--- src/rtl/alu_pkg.sv ---
// Shared definitions for the sequential carry-lookahead adder/subtractor:
// FSM encoding, default geometry and group-index sizing.
package alu_pkg;

    typedef enum logic [1:0] {
        IDLE = 2'd0,
        BUSY = 2'd1,
        DONE = 2'd2
    } state_t;

    localparam int DEF_WIDTH = 32;
    localparam int DEF_GROUP = 4;
    localparam int DEF_IDX_W = $clog2(DEF_WIDTH / DEF_GROUP);

    // A single-group configuration still needs a 1-bit index register
    function automatic int idx_width(input int n_groups);
        return (n_groups > 1) ? $clog2(n_groups) : 1;
    endfunction

endpackage

--- src/rtl/cla_group.sv ---
// Combinational GROUP-bit carry-lookahead slice: every carry is a flattened
// sum-of-products of generate/propagate terms and cin, with no ripple chain.
module cla_group #(
    parameter int GROUP = 4
) (
    input  logic [GROUP-1:0] a,
    input  logic [GROUP-1:0] b,
    input  logic             cin,
    output logic [GROUP-1:0] sum,
    output logic             c_out,
    output logic             c_msb
);

    logic [GROUP-1:0] p;
    logic [GROUP-1:0] g;
    logic [GROUP:0]   c;

    assign p    = a ^ b;
    assign g    = a & b;
    assign c[0] = cin;

    genvar gi;
    generate
        for (gi = 0; gi < GROUP; gi++) begin : g_carry
            logic carry;

            // c[gi+1] = g[gi] | p[gi]g[gi-1] | ... | p[gi..0]cin
            always_comb begin
                logic term;
                logic acc;
                term = cin;
                for (int m = 0; m <= gi; m++) begin
                    term = term & p[m];
                end
                acc = term;
                for (int j = 0; j <= gi; j++) begin
                    term = g[j];
                    for (int m = j + 1; m <= gi; m++) begin
                        term = term & p[m];
                    end
                    acc = acc | term;
                end
                carry = acc;
            end

            assign c[gi+1] = carry;
        end
    endgenerate

    assign sum   = p ^ c[GROUP-1:0];
    assign c_out = c[GROUP];
    assign c_msb = c[GROUP-1];

endmodule

--- src/rtl/seq_carry_lookahead_addsub.sv ---
// Multi-cycle adder/subtractor: one lookahead group per cycle, with
// valid/ready handshakes on operands and result, plus carry/overflow/zero flags.
module seq_carry_lookahead_addsub
    import alu_pkg::*;
#(
    parameter int WIDTH = DEF_WIDTH,
    parameter int GROUP = DEF_GROUP
) (
    input  logic             clk,
    input  logic             rst_n,
    input  logic             start_valid,
    output logic             start_ready,
    input  logic [WIDTH-1:0] a,
    input  logic [WIDTH-1:0] b,
    input  logic             sub,
    output logic             res_valid,
    input  logic             res_ready,
    output logic [WIDTH-1:0] result,
    output logic             carry_out,
    output logic             overflow,
    output logic             zero
);

    localparam int N     = WIDTH / GROUP;
    localparam int IDX_W = idx_width(N);
    localparam logic [IDX_W-1:0] LAST_K = IDX_W'(N - 1);

    state_t           state_reg;
    logic [WIDTH-1:0] a_reg;
    logic [WIDTH-1:0] b_reg;
    logic             carry_reg;
    logic [IDX_W-1:0] k_reg;
    logic [WIDTH-1:0] result_reg;
    logic             carry_out_reg;
    logic             overflow_reg;

    logic [GROUP-1:0] grp_sum;
    logic             grp_cout;
    logic             grp_cmsb;

    // One lookahead slice shared by all groups, steered by k_reg
    cla_group #(.GROUP(GROUP)) u_cla (
        .a     (a_reg[k_reg*GROUP +: GROUP]),
        .b     (b_reg[k_reg*GROUP +: GROUP]),
        .cin   (carry_reg),
        .sum   (grp_sum),
        .c_out (grp_cout),
        .c_msb (grp_cmsb)
    );

    always_ff @(posedge clk or negedge rst_n) begin
        if (!rst_n) begin
            state_reg     <= IDLE;
            a_reg         <= '0;
            b_reg         <= '0;
            carry_reg     <= 1'b0;
            k_reg         <= '0;
            result_reg    <= '0;
            carry_out_reg <= 1'b0;
            overflow_reg  <= 1'b0;
        end else begin
            case (state_reg)
                IDLE: begin
                    if (start_valid) begin
                        a_reg     <= a;
                        b_reg     <= b ^ {WIDTH{sub}};
                        carry_reg <= sub;
                        k_reg     <= '0;
                        state_reg <= BUSY;
                    end
                end
                BUSY: begin
                    result_reg[k_reg*GROUP +: GROUP] <= grp_sum;
                    carry_reg <= grp_cout;
                    if (k_reg == LAST_K) begin
                        carry_out_reg <= grp_cout;
                        overflow_reg  <= grp_cmsb ^ grp_cout;
                        k_reg         <= '0;
                        state_reg     <= DONE;
                    end else begin
                        k_reg <= k_reg + IDX_W'(1);
                    end
                end
                DONE: begin
                    if (res_ready) begin
                        state_reg <= IDLE;
                    end
                end
                default: state_reg <= IDLE;
            endcase
        end
    end

    assign start_ready = (state_reg == IDLE);
    assign res_valid   = (state_reg == DONE);
    assign result      = result_reg;
    assign carry_out   = carry_out_reg;
    assign overflow    = overflow_reg;
    assign zero        = (result_reg == '0);

endmodule
--- config.mk ---
export PLATFORM = sky130hd
export DESIGN_NAME = seq_carry_lookahead_addsub
export DESIGN_NICKNAME = d
export VERILOG_FILES = /design/src/rtl/alu_pkg.sv /design/src/rtl/cla_group.sv /design/src/rtl/seq_carry_lookahead_addsub.sv
export SDC_FILE = /design/constraint.sdc
export NUM_CORES = 1
export LEC_CHECK = 0
export CORE_ASPECT_RATIO = 0.6
export CORE_MARGIN = 5
export CORE_UTILIZATION = 50
export CTS_BUF_LIST = sky130_fd_sc_hd__clkbuf_16
export DETAILED_ROUTE_END_ITERATION = 12
export HOLD_SLACK_MARGIN = 0.02
export PLACE_DENSITY_LB_ADDON = 0.25
export SYNTH_ARGS = -nofsm -noshare
export SYNTH_HDL_FRONTEND = slang
export SYNTH_SLANG_ARGS = --single-unit
--- constraint.sdc ---
create_clock -name clk -period 4.19 [get_ports clk]
set_input_delay 0.419 -clock clk [delete_from_list [all_inputs] [get_ports clk]]
set_output_delay 0.419 -clock clk [all_outputs]
set_load 0.02 [all_outputs]
==> impl_metrics.py <==
metrics = {
    "synthesis": {
        "synth-seq-cells": 104,
        "synth-compound-area-share": 0.07054,
        "synth_area_leaders": "dfrtp_1, nand2_1, xnor2_1",
        "synth-edff-count": 0,
        "ys_seq_area_frac": 0.5077,
        "yosysWarnings": 0,
        "synth_area_sq_um": 5126,
        "synth_top_area_cell": "dfrtp_1",
        "synthArstFlopShare": 1.000,
        "synth-xor-area-share": 0.05980,
        "synth.avg_cell_area_sq_um": 10.31,
        "synth_cell_type_count": 42,
        "syn_nets": 579,
        "post-synth-top-count-cell": "nand2_1",
        "synth-simple-area-share": 0.1823,
        "synth_fa_ha_area_frac": 0.03320,
        "synth_top_family_by_area": "simple AND/OR/NAND/NOR gates",
        "synth_ff_type": "dfrtp_1",
        "netlist_instances": 497,
        "synth_top_area_share": 0.5077,
        "muxShareOfSynthArea": 0.1115,
        "synth_commonest_cells": "nand2_1, dfrtp_1, nor2_1",
    },
    "sta": {
        "fin_skew_ns": 0.007139,
        "max_freq_ghz": 0.2779,
        "finalCriticalPeriod_ns": 3.598,
        "slew-limit-headroom": 0.2649,
        "rsz0062_at_grt": "no",
        "finalHoldViolCount": 0,
        "tightest_slew_ns": 1.100,
        "tns_ns": 0,
        "finalSetupViolCount": 0,
        "setup_ws_ns": 0.5918,
        "fin_crit_sh": 0.8588,
        "finalMaxSlewViolations": 0,
    },
    "power_and_ir_drop": {
        "ir_worst_vdd_uv": 533.0,
        "switching_share": 0.4345,
        "switching_power_mw": 2.394,
        "p_seq_frac": 0.332,
        "clockPowerShare": 0.149,
        "pwr_density_cell_nw_per_um2": 842.6,
        "report.power.total_mw": 5.509,
        "intPower_mw": 3.115,
        "pwr-share-comb": 0.519,
        "p_leak_nw": 2.880,
    },
    "placed_design": {
        "dp_hpwl_um": 9322,
        "gp_congestion": 0.8234,
        "place_inst": 717,
        "pre_cts_ws_ns": 0.6382,
        "port_buffers": 105,
    },
    "clocking": {
        "clock_latency_ns": 0.34,
        "cts_num_sinks": 104,
        "cts_setup_buffers": 0,
        "cts_htree_levels": 3,
        "holdBufCountCts": 0,
        "root_buffer": "clkbuf_16",
        "clock_path_buffers": 2,
        "cts.clk_slew.worst_paths_ns": 0.07,
        "numCtsBuffers": 9,
        "cts_tree": "built",
        "cts_resized": 0,
    },
    "floorplan": {
        "die_h_um": 88.43,
        "die_x_um": 140.7,
        "design.die.area_sq_um": 12440,
        "core-area_sq_um": 9950,
        "fp-row-count": 28,
        "io_pins": 106,
        "initial_core_util": 0.5152,
    },
    "worst_setup_path": {
        "crit_type": "flip-flop to flip-flop",
        "end_kind": "flip-flop",
        "crit_fanout": 13,
        "cp.arrival_ns": 3.79,
        "r2r_setup_slack_ns": 0.59,
        "critical_path_required_ns": 4.38,
        "critPathLaunchType": "flip-flop",
    },
    "global_route": {
        "grt_start_max_net_pins": 79,
        "track_usage": 0.2115,
        "grt-ovfl-total": 0,
        "grt_pass1_vias": 3874,
        "grt_pass1_wl_um": 20490,
        "antenna_found_initial": 0,
    },
    "hold_path": {
        "min_path_type": "input port to async pin",
    },
    "run_status": {
        "status": "complete, no violations",
    },
    "routing": {
        "wl_um": 12580,
        "wl_per_cell_um": 17.16,
        "via_per_inst": 5.423,
        "drt_iter0_markers": 236,
        "drcViolationCount": 0,
        "drtAntennaViolNets": 0,
        "vias": 3975,
        "dr.pass1.iters": 5,
    },
    "job": {
        "cap_violations": 0,
    },
    "finish": {
        "final_cells": 733,
        "drive_gt1_frac": 0.06856,
        "diodes": 0,
        "fillers": 784,
        "syn_to_final_growth_pct": 27.56,
        "utilization": 0.6572,
        "num-nets-final": 675,
    },
}
==> cells by family (layout without fill, tap and decap cells) <==
kind of cell             count (synthesis)  count (layout)
adder cells (fa/ha/maj)                 13              13
buffers and inverters                   37             138
AND/OR/NAND/NOR                        214             214
multiplexers                            33              33
XOR/XNOR                                35              35
flip-flops                             104             104
AO/OA/AOI/OAI                           61              61
==> layer usage <==
| metal | wire, um | part of all wire | track usage | vias up |
|---|---|---|---|---|
| met4 | 167 | 0.013 | 0.05101 | 0 |
| met5 | 0 | 0 | 0 | - |
| met3 | 1135 | 0.090 | 0.07289 | 17 |
| met1 | 6101 | 0.48 | 0.3155 | 1928 |
| li1 | - | - | - | 1869 |
| met2 | 5176 | 0.41 | 0.2986 | 161 |
==> final timing paths <==
path,start,cells past startpoint,end
max in group asynchronous,rst_n,2,result[9]
min in group clk,a_reg[28],2,a_reg[28]
max,k_reg[0],10,result[3]
max reg2reg,k_reg[0],10,result[3]
min,rst_n,1,b_reg[27]
min reg2reg,a_reg[28],2,a_reg[28]
==> worst max-delay path: stages, from the launching register on <==
cell and delay (ns):
dfrtp_1 0.79, mux4_1 0.65, nand2_1 0.08, and2_1 0.19, inv_1 0.06, ha_1 0.30
ha_1 0.22, o211ai_1 0.17, nand2_1 0.14, xnor2_1 0.66, o21ai_0 0.19
==> cells in the final DEF (no fill, tap or decap), types with 2 or more instances in the layout <==
master / count
clkinv_2: 2
buf_4: 6
nor3_4: 2
mux4_2: 9
o31ai_1: 2
o21ai_0: 10
and2_1: 2
nor3_1: 4
nand2_1: 135
or3_1: 2
clkbuf_16: 9
clkdlybuf4s50_1: 103
xnor2_1: 34
nand2b_1: 2
nand4_1: 2
ha_1: 12
nor4_1: 8
o2bb2ai_1: 12
a21oi_1: 35
dfrtp_1: 104
mux2_1: 10
clkinv_1: 2
mux4_1: 7
nor2_1: 41
inv_1: 11
nand3_1: 7
mux2_2: 2
mux2i_1: 5
==> power groups by stage <==
| stage | combinational [mW] | sequential (mW) | clock [mW] |
|---|---|---|---|
| after CTS | 2.85 | 1.83 | 0.828 |
| after global routing | 3.11 | 1.90 | 0.872 |
| after global placement | 2.70 | 1.83 | 0 |
| after detailed placement | 2.81 | 1.83 | 0 |
| final | 2.86 | 1.83 | 0.818 |
| after floorplan | 1.84 | 1.83 | 0 |
==> final cells by class <==
type / instances / area, sq um / area share
clock inverters: 7 / 63.81 / 0.009759
multi-input cells: 356 / 2350 / 0.3594
well taps: 135 / 168.9 / 0.02583
clock buffers: 9 / 225.2 / 0.03444
flip-flops and latches: 104 / 2603 / 0.3980
repair buffers: 110 / 1081 / 0.1653
inverters: 12 / 47.55 / 0.007271
==> stage by stage <==
step	hold WS, ns	cell area (sq um)
global placement	0.4539	6250
finish	0.2186	6539
global route	0.2976	6539
detailed placement	0.4577	6250
floorplan	0.1234	5126
CTS	0.2576	6539
(Power assumes the default switching activity.)
